## config.mk

```make
export PLATFORM = sky130hd
export DESIGN_NAME = addend_align_seq
export DESIGN_NICKNAME = d
export VERILOG_FILES = /design/src/rtl/addend_align_seq.sv
export SDC_FILE = /design/constraint.sdc
export NUM_CORES = 1
export LEC_CHECK = 0
export CAP_MARGIN = 20
export CORE_MARGIN = 2
export CORE_UTILIZATION = 55
export CTS_CLUSTER_DIAMETER = 40
export DETAILED_ROUTE_END_ITERATION = 10
export PLACE_DENSITY = 0.84
export SYNTH_ARGS = -nofsm -noshare
export SYNTH_HDL_FRONTEND = slang
export SYNTH_SLANG_ARGS = --single-unit
```

## constraint.sdc

```tcl
create_clock -name clk -period 4.2 [get_ports clk]
set_input_delay 0.84 -clock clk [delete_from_list [all_inputs] [get_ports clk]]
set_output_delay 0.84 -clock clk [all_outputs]
set_load 0.05 [all_outputs]
```

## src/rtl/addend_align_seq.sv

```systemverilog
// ---------------------------------------------------------------------------
// addend_align_seq
//
// Purpose:
//    Sequential alignment of the product and addend significands ahead of a
//    fused multiply-add. One request is taken at a time. At accept the two
//    operands are pre-aligned into a common W-bit frame and an alignment
//    count is computed. The operand with the smaller exponent is then shifted
//    right by at most STEP bits per cycle, and every bit that falls off the
//    bottom is folded into that operand's sticky bit.
//
// Parameters:
//    NF    addend fraction bits (product significand is 2*NF+2 bits)
//    NE    exponent bits
//    STEP  maximum right shift applied per SHIFT cycle (1..W)
//
// Ports:
//    clk        rising-edge clock
//    reset      asynchronous active-high reset
//    in_valid   request valid
//    in_ready   high only in IDLE, when a request can be taken
//    mode       00 normal, 01 multiply underflow, 10 multiply overflow,
//               11 behaves as 00
//    p_frac     product significand, 2 integer bits
//    p_exp      product exponent, or under/overflow amount in modes 01/10
//    z          addend {exp, frac}; sign is handled elsewhere
//    z_nonzero  addend hidden bit
//    out_valid  aligned result valid, high only in DONE
//    out_ready  consumer accept
//    p_out      aligned product, W bits
//    z_out      aligned addend, W bits
//    p_acc      sticky OR of the bits shifted out of the product
//    z_acc      sticky OR of the bits shifted out of the addend
//    shift_cnt  saturated alignment count that was applied
// ---------------------------------------------------------------------------
module addend_align_seq #(
   parameter int NF   = 10,
   parameter int NE   = 5,
   parameter int STEP = 4,
   localparam int W   = 2*NF+3,
   localparam int CW  = $clog2(W+2)
) (
   input  logic             clk,
   input  logic             reset,
   input  logic             in_valid,
   output logic             in_ready,
   input  logic [1:0]       mode,
   input  logic [2*NF+1:0]  p_frac,
   input  logic [NE-1:0]    p_exp,
   input  logic [NE+NF-1:0] z,
   input  logic             z_nonzero,
   output logic             out_valid,
   input  logic             out_ready,
   output logic [W-1:0]     p_out,
   output logic [W-1:0]     z_out,
   output logic             p_acc,
   output logic             z_acc,
   output logic [CW-1:0]    shift_cnt
);

   typedef enum logic [1:0] {
      IDLE  = 2'd0,
      SHIFT = 2'd1,
      DONE  = 2'd2
   } stateT;

   stateT            state_q, state_d;
   logic [W-1:0]     pOpnd_q, pOpnd_d;
   logic [W-1:0]     zOpnd_q, zOpnd_d;
   logic             pAcc_q, pAcc_d;
   logic             zAcc_q, zAcc_d;
   logic             shiftP_q, shiftP_d;
   logic [CW-1:0]    shiftCnt_q, shiftCnt_d;
   logic [CW-1:0]    remain_q, remain_d;

   logic [NE-1:0]    zExp;
   logic [NF-1:0]    zFrac;
   logic [W-1:0]     pPre;
   logic [W-1:0]     zPre;

   logic [NE-1:0]    zEff;
   logic signed [NE+1:0] expDiff;
   logic [NE+1:0]    magnitude;
   logic [31:0]      magWide;
   logic             accShiftP;
   logic [CW-1:0]    accCount;

   logic [CW-1:0]    stepAmt;
   logic [W-1:0]     selOpnd;
   logic [W-1:0]     lostBits;
   logic [W-1:0]     shiftedOpnd;

   // Pre-alignment into the common W-bit frame. A product whose top integer
   // bit is clear is moved up one place so both layouts put the leading one
   // at the same position; the addend significand sits directly below the
   // guard zero with NF+1 zero bits underneath.
   always_comb begin
      zExp  = z[NE+NF-1:NF];
      zFrac = z[NF-1:0];
      if (p_frac[2*NF+1]) begin
         pPre = {1'b0, p_frac};
      end else begin
         pPre = {1'b0, p_frac[2*NF:0], 1'b0};
      end
      zPre = {1'b0, z_nonzero, zFrac, {(NF+1){1'b0}}};
   end

   // Alignment count and which operand gets shifted. In normal mode a zero
   // addend borrows the product exponent so nothing moves. Underflow always
   // shifts the product, overflow always shifts the addend. The magnitude is
   // held in NE+2 bits, which covers every sum or difference of two
   // exponents, and is then clamped to W+1 so an oversized count simply
   // empties the operand into its sticky bit.
   always_comb begin
      zEff      = z_nonzero ? zExp : p_exp;
      expDiff   = $signed({2'b00, p_exp}) - $signed({2'b00, zEff});
      magnitude = '0;
      accShiftP = 1'b0;
      case (mode)
         2'b01: begin
            accShiftP = 1'b1;
            magnitude = {2'b00, zExp} + {2'b00, p_exp};
         end
         2'b10: begin
            accShiftP = 1'b0;
            magnitude = {2'b00, {NE{1'b1}}} + {2'b00, p_exp} - {2'b00, zExp};
         end
         default: begin
            if (expDiff[NE+1]) begin
               accShiftP = 1'b1;
               magnitude = $unsigned(-expDiff);
            end else begin
               accShiftP = 1'b0;
               magnitude = $unsigned(expDiff);
            end
         end
      endcase
      magWide = {{(32-NE-2){1'b0}}, magnitude};
      if (magWide > 32'(W+1)) begin
         accCount = CW'(W+1);
      end else begin
         accCount = CW'(magWide);
      end
   end

   // One SHIFT cycle of work: move the selected operand right by the smaller
   // of STEP and what is left, and collect the bits that drop off the bottom.
   // A shift by the full width yields zero and a mask of all ones, so STEP=W
   // needs no special handling.
   always_comb begin
      if (32'(remain_q) > 32'(STEP)) begin
         stepAmt = CW'(STEP);
      end else begin
         stepAmt = remain_q;
      end
      selOpnd     = shiftP_q ? pOpnd_q : zOpnd_q;
      lostBits    = selOpnd & ~({W{1'b1}} << stepAmt);
      shiftedOpnd = selOpnd >> stepAmt;
   end

   // Next-state and handshake logic. Everything holds by default, so results
   // sitting in DONE stay put while the consumer stalls. The accept path
   // captures the pre-aligned operands and the count in one go, which is
   // what makes later input changes irrelevant. Returning from DONE lands in
   // IDLE, so a new request can only be taken on a later edge.
   always_comb begin
      state_d    = state_q;
      pOpnd_d    = pOpnd_q;
      zOpnd_d    = zOpnd_q;
      pAcc_d     = pAcc_q;
      zAcc_d     = zAcc_q;
      shiftP_d   = shiftP_q;
      shiftCnt_d = shiftCnt_q;
      remain_d   = remain_q;
      in_ready   = 1'b0;
      out_valid  = 1'b0;
      case (state_q)
         IDLE: begin
            in_ready = 1'b1;
            if (in_valid) begin
               pOpnd_d    = pPre;
               zOpnd_d    = zPre;
               pAcc_d     = 1'b0;
               zAcc_d     = 1'b0;
               shiftP_d   = accShiftP;
               shiftCnt_d = accCount;
               remain_d   = accCount;
               state_d    = (accCount != '0) ? SHIFT : DONE;
            end
         end
         SHIFT: begin
            if (shiftP_q) begin
               pOpnd_d = shiftedOpnd;
               pAcc_d  = pAcc_q | (|lostBits);
            end else begin
               zOpnd_d = shiftedOpnd;
               zAcc_d  = zAcc_q | (|lostBits);
            end
            remain_d = remain_q - stepAmt;
            if (remain_q == stepAmt) begin
               state_d = DONE;
            end
         end
         DONE: begin
            out_valid = 1'b1;
            if (out_ready) begin
               state_d = IDLE;
            end
         end
         default: begin
            state_d = IDLE;
         end
      endcase
   end

   // State and datapath registers. Reset clears everything at once, which
   // also drops out_valid and raises in_ready without waiting for a clock.
   always_ff @(posedge clk or posedge reset) begin
      if (reset) begin
         state_q    <= IDLE;
         pOpnd_q    <= '0;
         zOpnd_q    <= '0;
         pAcc_q     <= 1'b0;
         zAcc_q     <= 1'b0;
         shiftP_q   <= 1'b0;
         shiftCnt_q <= '0;
         remain_q   <= '0;
      end else begin
         state_q    <= state_d;
         pOpnd_q    <= pOpnd_d;
         zOpnd_q    <= zOpnd_d;
         pAcc_q     <= pAcc_d;
         zAcc_q     <= zAcc_d;
         shiftP_q   <= shiftP_d;
         shiftCnt_q <= shiftCnt_d;
         remain_q   <= remain_d;
      end
   end

   assign p_out     = pOpnd_q;
   assign z_out     = zOpnd_q;
   assign p_acc     = pAcc_q;
   assign z_acc     = zAcc_q;
   assign shift_cnt = shiftCnt_q;

endmodule

```

==> impl_metrics.env <==
export IMPL_reg2reg_to="p_out[0]"
export IMPL_relSlewSlack_pct=33.2
export IMPL_htree_levels=3
export IMPL_syn_area_per_cell_um2=8.95
export IMPL_timing_max_cap_violations=0
export IMPL_netlist_instances=603
export IMPL_vias=5359
export IMPL_netlist_cell_type_count=69
export IMPL_min_from="shift_cnt[2]"
export IMPL_gr_total_overflow=0
export IMPL_path_class="input pin to flip-flop"
export IMPL_grt_usage_pct=31.4
export IMPL_io_pins=104
export IMPL_area_delta_synth_final_pct=24.8
export IMPL_fillers=800
export IMPL_grt_max_degree=43
export IMPL_yosys_area_share_adder_pct=5.75
export IMPL_synthFlopType="dfrtp_1"
export IMPL_reg2reg_from="remain_q[0]"
export IMPL_regArea_mm2=0.00153
export IMPL_setup_viol=0
export IMPL_required_ns=4.41
export IMPL_synth_xor_area_share_pct=1.28
export IMPL_numClockSinks=61
export IMPL_p_clk_share_pct=9.6
export IMPL_hold_worst_slack_ns=0.505
export IMPL_layout_common_cells="clkdlybuf4s50_1, a21oi_1, dfrtp_1"
export IMPL_cts_tree="yes"
export IMPL_cts_buffer_depth=2
export IMPL_synth_seq_cells=61
export IMPL_ys_seq_area_share_pct=28.3
export IMPL_clk_latency_ns=0.35
export IMPL_drive_gt1_share_pct=11.7
export IMPL_period_share_pct=91.4
export IMPL_fin_setup_tns_ns=0
export IMPL_comb_power_share_pct=66.9
export IMPL_peakVddDrop_mv=0.533
export IMPL_yosysWarnings=0
export IMPL_root_buffer="clkbuf_8"
export IMPL_fin_nets=757
export IMPL_drc_errors=0
export IMPL_postRouteAntennaNets=0
export IMPL_synth_compound_area_share_pct=24.0
export IMPL_reg2regPathDepth=8
export IMPL_p_leak_uw=0.00293
export IMPL_grt_use_met1_pct=42.5
export IMPL_intPower_uw=2570
export IMPL_tightest_slew_ns=1.00
export IMPL_synth_top_family_by_area="compound AO/OA/AOI/OAI gates"
export IMPL_postPlaceCellArea_mm2=0.00650
export IMPL_hold_end="shift_cnt[2]"
export IMPL_hpwlAfterDp_um=11600
export IMPL_met2_usage_pct=51.1
export IMPL_fin_skew_ns=0.00993
export IMPL_reg2reg_slack_ns=1.00
export IMPL_grt_antenna_before_repair=0
export IMPL_die_area_mm2=0.0106
export IMPL_power_density_mw_per_mm2=831
export IMPL_final_max_slew_viol_count=0
export IMPL_wl_per_cell_um=19.9
export IMPL_syn_cell_area_mm2=0.00539
export IMPL_min_delay_path_class="flip-flop to flip-flop"
export IMPL_start_util_pct=56.0
export IMPL_final_common_cell="clkdlybuf4s50_1"
export IMPL_grt_pass1_wl_um=26100
export IMPL_antennaDiodeCount=0
export IMPL_clk_pin_slew_ns=0.07
export IMPL_yosys_area_share_simple_pct=13.4
export IMPL_seqPwrFrac_pct=23.5
export IMPL_rows=36
export IMPL_die_w_um=103
export IMPL_first_iter_violations=502
export IMPL_synth_edf_count=0
export IMPL_io_buffers=103
export IMPL_holdPathStages=2
export IMPL_viasPerCell=6.51
export IMPL_die_h_um=103
export IMPL_use_met3_pct=4.88
export IMPL_firstDrtPassIters=6
export IMPL_busiest_layer="met2"
export IMPL_netSwitchingFraction_pct=54.1
export IMPL_multi_input_area_mm2=0.00357
export IMPL_holdBufCountCts=0
export IMPL_path_max_fanout=4
export IMPL_drt_total_wl_um=16400
export IMPL_synth_fp_nets=675
export IMPL_synth_area_mux_share_pct=21.5
export IMPL_cp_data_arrival_time_ns=4.05
export IMPL_numCtsBuffers=9
export IMPL_timing_final_hold_violations=0
export IMPL_post_cts_buffers=0
export IMPL_cts_resized=0
export IMPL_design_core_area_mm2=0.00964
export IMPL_max_freq_mhz=261
export IMPL_status="finished clean"
export IMPL_p_sw_uw=3020
export IMPL_end_kind="flip-flop"
export IMPL_fin_crit_ns=3.84
export IMPL_start_kind="input pin"
export IMPL_stdcell_area_mm2=0.00673
export IMPL_rsz0062_at_grt="false"
export IMPL_place_gp_congestion=0.884
export IMPL_first_global_vias=5227
export IMPL_ys_async_sr_fraction_pct=100
-- state kept, by name, summed over array words and instances (netlist names) --
register   flops
z_out         23
p_out         23
shiftP_q       1
p_acc          1
z_acc          1
shift_cnt      5
state_q        2
remain_q       5
-- power groups by stage --
stage	registers, uW	clock network, uW	logic (uW)
2_1_floorplan	1880	0	1970
3_3_place_gp	1280	0	3520
3_5_place_dp	1290	0	3670
4_1_cts	1290	539	3690
5_1_grt	1350	570	3990
6_report	1310	538	3740
-- layout make-up --
cell class,count,share of cell area (%)
clock buffer,9,1.84
sequential,61,22.7
tap,133,2.47
multi-input combinational,473,53.0
inverter,22,1.23
timing repair buffer,118,17.6
clock inverter,7,1.12
-- synthesized netlist by cell type, types with 3 or more instances --
cell type / count / area share, %
buf_1: 3 / 0.21
xnor2_1: 4 / 0.65
fa_1: 3 / 1.1
o21a_1: 3 / 0.42
and3b_1: 3 / 0.49
and3_1: 3 / 0.35
a21o_1: 4 / 0.56
a211oi_1: 12 / 1.7
o221ai_1: 6 / 0.97
a21oi_1: 62 / 5.8
a221oi_1: 4 / 0.65
mux2i_1: 55 / 10
nand2_1: 58 / 4.0
a22oi_1: 6 / 0.84
buf_6: 4 / 0.84
inv_1: 21 / 1.5
clkbuf_1: 27 / 1.9
buf_2: 11 / 1.0
a31oi_1: 14 / 1.6
nor2_1: 50 / 3.5
o211a_1: 3 / 0.56
o22ai_1: 3 / 0.35
o21ai_1: 12 / 1.1
o21ai_0: 31 / 2.9
a22o_1: 4 / 0.65
nor3b_1: 3 / 0.42
ha_1: 20 / 4.6
a32oi_1: 3 / 0.49
o221ai_2: 5 / 1.4
nand3_1: 4 / 0.37
nor2b_1: 9 / 1.0
mux2_2: 14 / 2.9
nor3_1: 7 / 0.65
mux4_2: 17 / 7.1
dfrtp_1: 61 / 28
nand2b_1: 10 / 1.2
o41ai_1: 3 / 0.49
o211ai_1: 4 / 0.56
-- through the flow --
step / worst slack, ns / utilization [%] / instances / total power, uW
2_1_floorplan: 0.590 / - / 603 / 3860
3_3_place_gp: 0.181 / 67.1 / 804 / 4800
3_5_place_dp: 0.0211 / 67.5 / 806 / 4970
4_1_cts: 0.390 / 69.5 / 822 / 5520
5_1_grt: 0.158 / 69.8 / 823 / 5910
6_report: 0.362 / 69.8 / 823 / 5590
-- how the worst max path moves through the flow --
| stage | end | cells past startpoint | startpoint |
|---|---|---|---|
| after floorplan | remain_q[0] | 11 | z_nonzero |
| after global placement | remain_q[0] | 12 | p_exp[0] |
| after detailed placement | state_q[0] | 12 | p_exp[0] |
| after CTS | state_q[0] | 12 | p_exp[0] |
| after global routing | state_q[0] | 12 | p_exp[0] |
| final | state_q[0] | 12 | p_exp[0] |
-- metal layers --
layer	share of wire [%]	vias up	wire length [um]
li1	-	2414	-
met1	40	2576	6580
met2	49	330	7960
met3	9.3	39	1520
met4	2.0	0	333
met5	0	-	0
-- critical path, cell delays in order --
cell and delay [ns]:
clkdlybuf4s50_1 0.51, inv_1 0.07, o21ai_0 0.15, ha_1 0.24, fa_1 0.50, ha_1 0.25, a211o_1 0.27, and3_1 0.20
o31ai_2 0.25, nand2_1 0.11, o41ai_1 0.50, a31oi_1 0.15
-- cells by family after synthesis --
group	after synthesis
compound gates	196
xor+xnor	7
fa+ha+maj	23
buf+inv	69
flops	61
mux	89
other cells	1
simple gates	157
(Power assumes the default switching activity.)
